--- src/rtl/forth_dbus_responder.sv ---
// Data-bus responder for the forth core: 128x16 data RAM below 0x80 and
// memory-mapped I/O (output FIFO, input holding register, cycle counter, timer) above.
module forth_dbus_responder #(
    parameter int OUT_DEPTH = 8
) (
    input  logic        clk,
    input  logic        reset,
    input  logic [7:0]  daddr,
    input  logic [15:0] ddata_write,
    input  logic        dwrite,
    output logic [15:0] ddata_read,
    output logic [15:0] out_data,
    output logic        out_valid,
    input  logic        out_ready,
    input  logic [15:0] in_data,
    input  logic        in_valid,
    output logic        in_ready
);

    localparam int PTR_W = $clog2(OUT_DEPTH);
    localparam int CNT_W = PTR_W + 1;

    localparam logic [7:0] ADDR_OUT  = 8'h80;
    localparam logic [7:0] ADDR_STAT = 8'h81;
    localparam logic [7:0] ADDR_IN   = 8'h82;
    localparam logic [7:0] ADDR_CYC  = 8'h84;
    localparam logic [7:0] ADDR_TMR  = 8'h85;

    logic wr_ram, wr_out, wr_stat, wr_in, wr_cyc, wr_tmr;

    assign wr_ram  = dwrite && !daddr[7];
    assign wr_out  = dwrite && (daddr == ADDR_OUT);
    assign wr_stat = dwrite && (daddr == ADDR_STAT);
    assign wr_in   = dwrite && (daddr == ADDR_IN);
    assign wr_cyc  = dwrite && (daddr == ADDR_CYC);
    assign wr_tmr  = dwrite && (daddr == ADDR_TMR);

    logic [15:0] ram [128];

    // NOTE: storage arrays get no reset branch; clearing them would cost a write
    // port per word, and their contents are meant to survive a reset anyway.
    always_ff @(posedge clk) begin
        if (wr_ram) ram[daddr[6:0]] <= ddata_write;
    end

    logic [15:0]      fifo [OUT_DEPTH];
    logic [PTR_W-1:0] wr_ptr, rd_ptr;
    logic [CNT_W-1:0] count;
    logic             out_full, out_ovf, push, pop;

    // Fullness is judged on the registered count, so a same-cycle pop cannot make room.
    assign out_full  = (count == CNT_W'(OUT_DEPTH));
    assign out_valid = (count != '0);
    assign out_data  = fifo[rd_ptr];
    assign push      = wr_out && !out_full;
    assign pop       = out_valid && out_ready;

    always_ff @(posedge clk) begin
        if (push) fifo[wr_ptr] <= ddata_write;
    end

    // NOTE: sequential state uses non-blocking assignments so every register
    // samples pre-edge values, independent of statement order.
    always_ff @(posedge clk or posedge reset) begin
        if (reset) begin
            wr_ptr  <= '0;
            rd_ptr  <= '0;
            count   <= '0;
            out_ovf <= 1'b0;
        end else begin
            if (push) wr_ptr <= wr_ptr + PTR_W'(1);
            if (pop)  rd_ptr <= rd_ptr + PTR_W'(1);
            if (push && !pop)      count <= count + CNT_W'(1);
            else if (pop && !push) count <= count - CNT_W'(1);
            if (wr_out && out_full)              out_ovf <= 1'b1;
            else if (wr_stat && ddata_write[4])  out_ovf <= 1'b0;
        end
    end

    logic        in_full;
    logic [15:0] in_word;

    assign in_ready = !in_full;

    always_ff @(posedge clk or posedge reset) begin
        if (reset) begin
            in_full <= 1'b0;
            in_word <= '0;
        end else if (in_full) begin
            if (wr_in) in_full <= 1'b0;
        end else if (in_valid) begin
            in_full <= 1'b1;
            in_word <= in_data;
        end
    end

    logic [15:0] cyc, tmr;
    logic        tmr_exp, tmr_expiring;

    // A load in the same cycle as 1->0 suppresses the expiry.
    assign tmr_expiring = !wr_tmr && (tmr == 16'd1);

    always_ff @(posedge clk or posedge reset) begin
        if (reset) begin
            cyc     <= '0;
            tmr     <= '0;
            tmr_exp <= 1'b0;
        end else begin
            cyc <= wr_cyc ? ddata_write : cyc + 16'd1;
            if (wr_tmr)          tmr <= ddata_write;
            else if (tmr != '0)  tmr <= tmr - 16'd1;
            if (tmr_expiring)                   tmr_exp <= 1'b1;
            else if (wr_stat && ddata_write[5]) tmr_exp <= 1'b0;
        end
    end

    logic [3:0] stat_count;
    assign stat_count = 4'(count);

    // NOTE: the default assignment first keeps this block free of inferred latches.
    always_comb begin
        ddata_read = '0;
        if (!daddr[7]) begin
            ddata_read = ram[daddr[6:0]];
        end else begin
            case (daddr)
                ADDR_STAT: ddata_read = {8'h00, out_full, in_full, tmr_exp, out_ovf, stat_count};
                ADDR_IN:   ddata_read = in_full ? in_word : 16'h0000;
                ADDR_CYC:  ddata_read = cyc;
                ADDR_TMR:  ddata_read = tmr;
                default:   ddata_read = '0;
            endcase
        end
    end

endmodule
--- config.mk ---
export PLATFORM = sky130hd
export DESIGN_NAME = forth_dbus_responder
export DESIGN_NICKNAME = d
export VERILOG_FILES = /design/src/rtl/forth_dbus_responder.sv
export SDC_FILE = /design/constraint.sdc
export NUM_CORES = 2
export LEC_CHECK = 0
export BUFFER_PORTS_ARGS = -buffer_cell sky130_fd_sc_hd__buf_2
export CELL_PAD_IN_SITES_DETAIL_PLACEMENT = 0
export CELL_PAD_IN_SITES_GLOBAL_PLACEMENT = 1
export CORE_MARGIN = 5
export CORE_UTILIZATION = 54
export DETAILED_ROUTE_END_ITERATION = 12
export PLACE_DENSITY = 0.83
export REMOVE_ABC_BUFFERS = 1
export SLEW_MARGIN = 20
export SYNTH_ARGS = -nofsm -noshare
export SYNTH_HDL_FRONTEND = slang
export SYNTH_SLANG_ARGS = --single-unit
--- constraint.sdc ---
create_clock -name clk -period 3.1 [get_ports clk]
set_input_delay 0.31 -clock clk [delete_from_list [all_inputs] [get_ports clk]]
set_output_delay 0.31 -clock clk [all_outputs]
set_load 0.02 [all_outputs]
==> flow_summary.ini <==
[grt]
grt_pass1_vias = 47416
grt_pass1_wl_um = 333000
grt_util_all_layers_pct = 27.1
top_usage_layer = met2
grt_max_degree = 139
antenna_found_initial = 5
met2_usage_pct = 42.9
globalRouteOverflowTotal = 0
use_met1_pct = 37.9
use_met3_pct = 5.49

[sta]
timing.final.max_slew_violations = 0
worst_pin_slew_ns = 0.991
maxSlewHeadroom_pct = 33.3
setup_slack_ns = -0.558
rsz0062_at_grt = true
max_freq_ghz = 0.273
fin_skew_ns = 0.00943
final_hold_viol_count = 0
setup_violations = 16
fin_crit_sh_pct = 118
min_period_ns = 3.66

[placement]
placed_cells = 6964
portBuffers = 78
place_hpwl_um = 142000
pre_cts_ws_ns = -1.12
gp_congestion = 0.876

[yosys]
synth_top_family_by_area = multiplexers
synth-adder-area-share_pct = 0.152
ys_seq_area_share_pct = 76.5
synthMuxAreaShare_pct = 15.4
synth_ff_type = edfxtp_1
synth_xor_area_share_pct = 0.351
ys_async_sr_fraction_pct = 2.73
ys.warnings.count = 0
synthCells = 4338
synth_edf_count = 2176
synth_area_um2 = 87400
synth-compound-area-share_pct = 3.39
yosys.area_share.simple_pct = 2.78
yosys_register_bits = 2237
yosys.cell_types.count = 56
avgSynthCellArea_um2 = 20.2

[cts]
cts-root-buf = clkbuf_16
insertion_delay_ns = 0.83
postCtsSetupBuffers = 0
clk_pin_slew_ns = 0.06
cts_num_sinks = 2237
clock_path_buffers = 3
numCtsBuffers = 209
htreeDepth = 4
cts_tree = yes

[floorplan]
fp.coreArea_um2 = 161000
die_x_um = 412
fp-row-count = 147
start_util_pct = 54.4
boundaryPins = 79
die_height_um = 412
dieArea_um2 = 170000

[pwr]
p_sw_w = 0.0145
p_int_w = 0.0507
power_frac_seq_pct = 51.8
switching_share_pct = 22.2
power_per_cell_area_nw_per_um2 = 626
power_frac_comb_pct = 8.5
leakage_nw = 34.4
clkPwrFrac_pct = 39.7
peakVddDrop_mv = 0.919

[final_layout]
fin_nets = 5091
fin_cells = 7379
syn2layout_area_growth_pct = 19.1
fill_cells = 10202
drive_gt1_share_pct = 32.6
post-route-util_pct = 64.7

[routing]
drt_pre_antenna_iters = 6
via_per_inst = 6.40
routed_wl_um = 229000
drtIter0Drc = 6313
vias = 47222
antenna_left = 0
drc_errors = 0
routedWlPerCell_um = 31.0

[worst_setup_path]
critPathKind = reg -> out
r2r_start = count[0]
endpoint_kind = output port
critPathRequiredTime_ns = 2.79
worstPathMaxFanout = 1
cp-start-kind = register
worst_r2r_endpoint = count[3]
ff2ff_path_depth = 10
ff2ff_setup_slack_ns = 0.50
arrival_ns = 3.35

[hold_path]
min_path_cells = 1
min-delay-start = ddata_write[10]
min_to = ram[35][10]
hold_class = in -> reg

[flow_run]
max-cap-violations = 0

[run_status]
violations = negative setup slack
status = complete, but fails checks
[worst max-delay path, cell delays in order, from the launching register on]
cell and delay [ns]:
edfxtp_1 0.37, mux4_2 0.48, mux2_4 0.31, nand2_1 0.08, a32oi_2 0.14, buf_6 0.18
nor4_4 0.45, buf_4 0.21, o221ai_4 0.11, buf_6 0.15
[repair_timing]
action | CTS | global route
gates resized for setup | 123 | 50
endpoints found under the hold margin | 201 | 0
endpoints found under the setup margin | 16 | 16
pin swaps | 32 | 24
cloned | 1 | 0
hold buffers | 28 | 0
[worst max path at each step]
stage	start	to	cells past startpoint
after detailed placement	daddr[0]	ddata_read[6]	16
after global placement	daddr[0]	ddata_read[6]	16
final	ram[57][6]	ddata_read[6]	9
after CTS	ram[53][6]	ddata_read[6]	8
after floorplan	daddr[3]	ddata_read[14]	6
after global routing	ram[53][6]	ddata_read[6]	8
[power groups by stage]
stage	Clock [W]	Sequential (W)	Combinational (W)
after global placement	0	0.0343	0.00521
after detailed placement	0	0.0344	0.00531
final	0.0259	0.0337	0.00556
after CTS	0.0261	0.0337	0.00552
after floorplan	0	0.0344	0.00237
after global routing	0.0275	0.0337	0.00587
[sequential cells by signal, summed over array words and instances (netlist names)]
register	flops
count	4
cyc	16
fifo	128
in_full	1
in_word	16
out_ovf	1
ram	2048
rd_ptr	3
tmr	16
tmr_exp	1
wr_ptr	3
[Yosys cell counts (4+ instances only)]
cell / instances / area share (%)
a211oi_1: 22 / 0.19
a21oi_1: 109 / 0.62
a221o_1: 30 / 0.34
a221oi_1: 18 / 0.18
a222oi_1: 8 / 0.092
a22o_1: 4 / 0.040
a22oi_1: 94 / 0.81
a31oi_1: 54 / 0.39
a32o_1: 6 / 0.069
a32oi_1: 17 / 0.17
and2_1: 6 / 0.043
buf_1: 21 / 0.090
buf_2: 56 / 0.32
buf_4: 42 / 0.36
buf_6: 9 / 0.12
clkbuf_1: 117 / 0.50
dfrtp_1: 61 / 1.7
edfxtp_1: 2176 / 75
ha_1: 9 / 0.13
inv_1: 19 / 0.082
mux2_2: 175 / 2.3
mux2i_1: 234 / 2.7
mux4_2: 405 / 10
nand2_1: 198 / 0.85
nand2b_1: 9 / 0.064
nand3_1: 36 / 0.21
nand4_1: 12 / 0.086
nor2_1: 194 / 0.83
nor2b_1: 36 / 0.26
nor3_1: 11 / 0.063
nor4_1: 29 / 0.21
o21ai_0: 23 / 0.13
o21ai_1: 10 / 0.057
o22ai_1: 11 / 0.079
o31ai_1: 6 / 0.052
o32a_1: 9 / 0.10
xnor2_1: 25 / 0.25
xor2_1: 10 / 0.10
[cells by family after synthesis]
| logic type | count (synthesis) |
|---|---|
| buffers and inverters | 264 |
| and+or+nand+nor | 551 |
| muxes | 814 |
| xor gates and xnor gates | 35 |
| adders and majority gates | 10 |
| DFF | 2237 |
| AOI/OAI and AO/OA | 427 |
[layout by cell type, fill, tap and decap left out, types with 10 or more instances in the layout]
cell type	n
buf_6	18
o21ai_0	19
mux4_2	405
nor2b_1	33
mux2_2	162
mux2i_1	232
inv_1	18
buf_12	143
clkbuf_16	216
a21oi_2	14
dfrtp_1	60
nand4_1	12
a22oi_2	10
buf_4	492
bufinv_16	24
nand3_1	36
a221o_1	30
o22ai_1	10
nor4_1	14
clkinv_1	47
nand2_1	195
a211oi_1	22
a31oi_1	38
nor2_1	189
dlygate4sd3_1	28
a22oi_1	84
xnor2_1	25
a32oi_1	10
buf_2	45
a21oi_1	90
clkinv_2	39
nor4_4	12
clkinvlp_4	11
clkbuf_1	38
a221oi_1	18
edfxtp_1	2176
mux2_4	13
xor2_1	10
[routing by layer]
metal  up-vias  part of all wire (%)
li1      19271                     -
met1     24463                    38
met2      2972                    48
met3       514                    10
met4         2                   4.1
met5         -                0.0083
[layout make-up]
type / instances / area [µm²] / share of cell area (%)
Sequential cell: 2237 / 66900 / 64.2
Multi-Input combinational cell: 1837 / 20100 / 19.3
Timing Repair Buffer: 732 / 7400 / 7.11
Clock buffer: 258 / 5600 / 5.38
Tap cell: 2160 / 2700 / 2.60
Clock inverter: 131 / 1320 / 1.27
Inverter: 19 / 72.6 / 0.0697
Antenna cell: 5 / 12.5 / 0.0120
[metrics by stage]
stage	setup TNS [ns]	power, W	area, µm²	hold slack (ns)
final	-5.62	0.0651	104000	0.0598
after detailed placement	-9.04	0.0397	96000	0.501
after global routing	-6.82	0.0671	104000	0.0602
after global placement	-10.33	0.0395	96000	0.491
after floorplan	-11.21	0.0368	86200	0.395
after CTS	-6.50	0.0654	104000	0.0207
No activity file was read; power rests on OpenSTA's default activity.
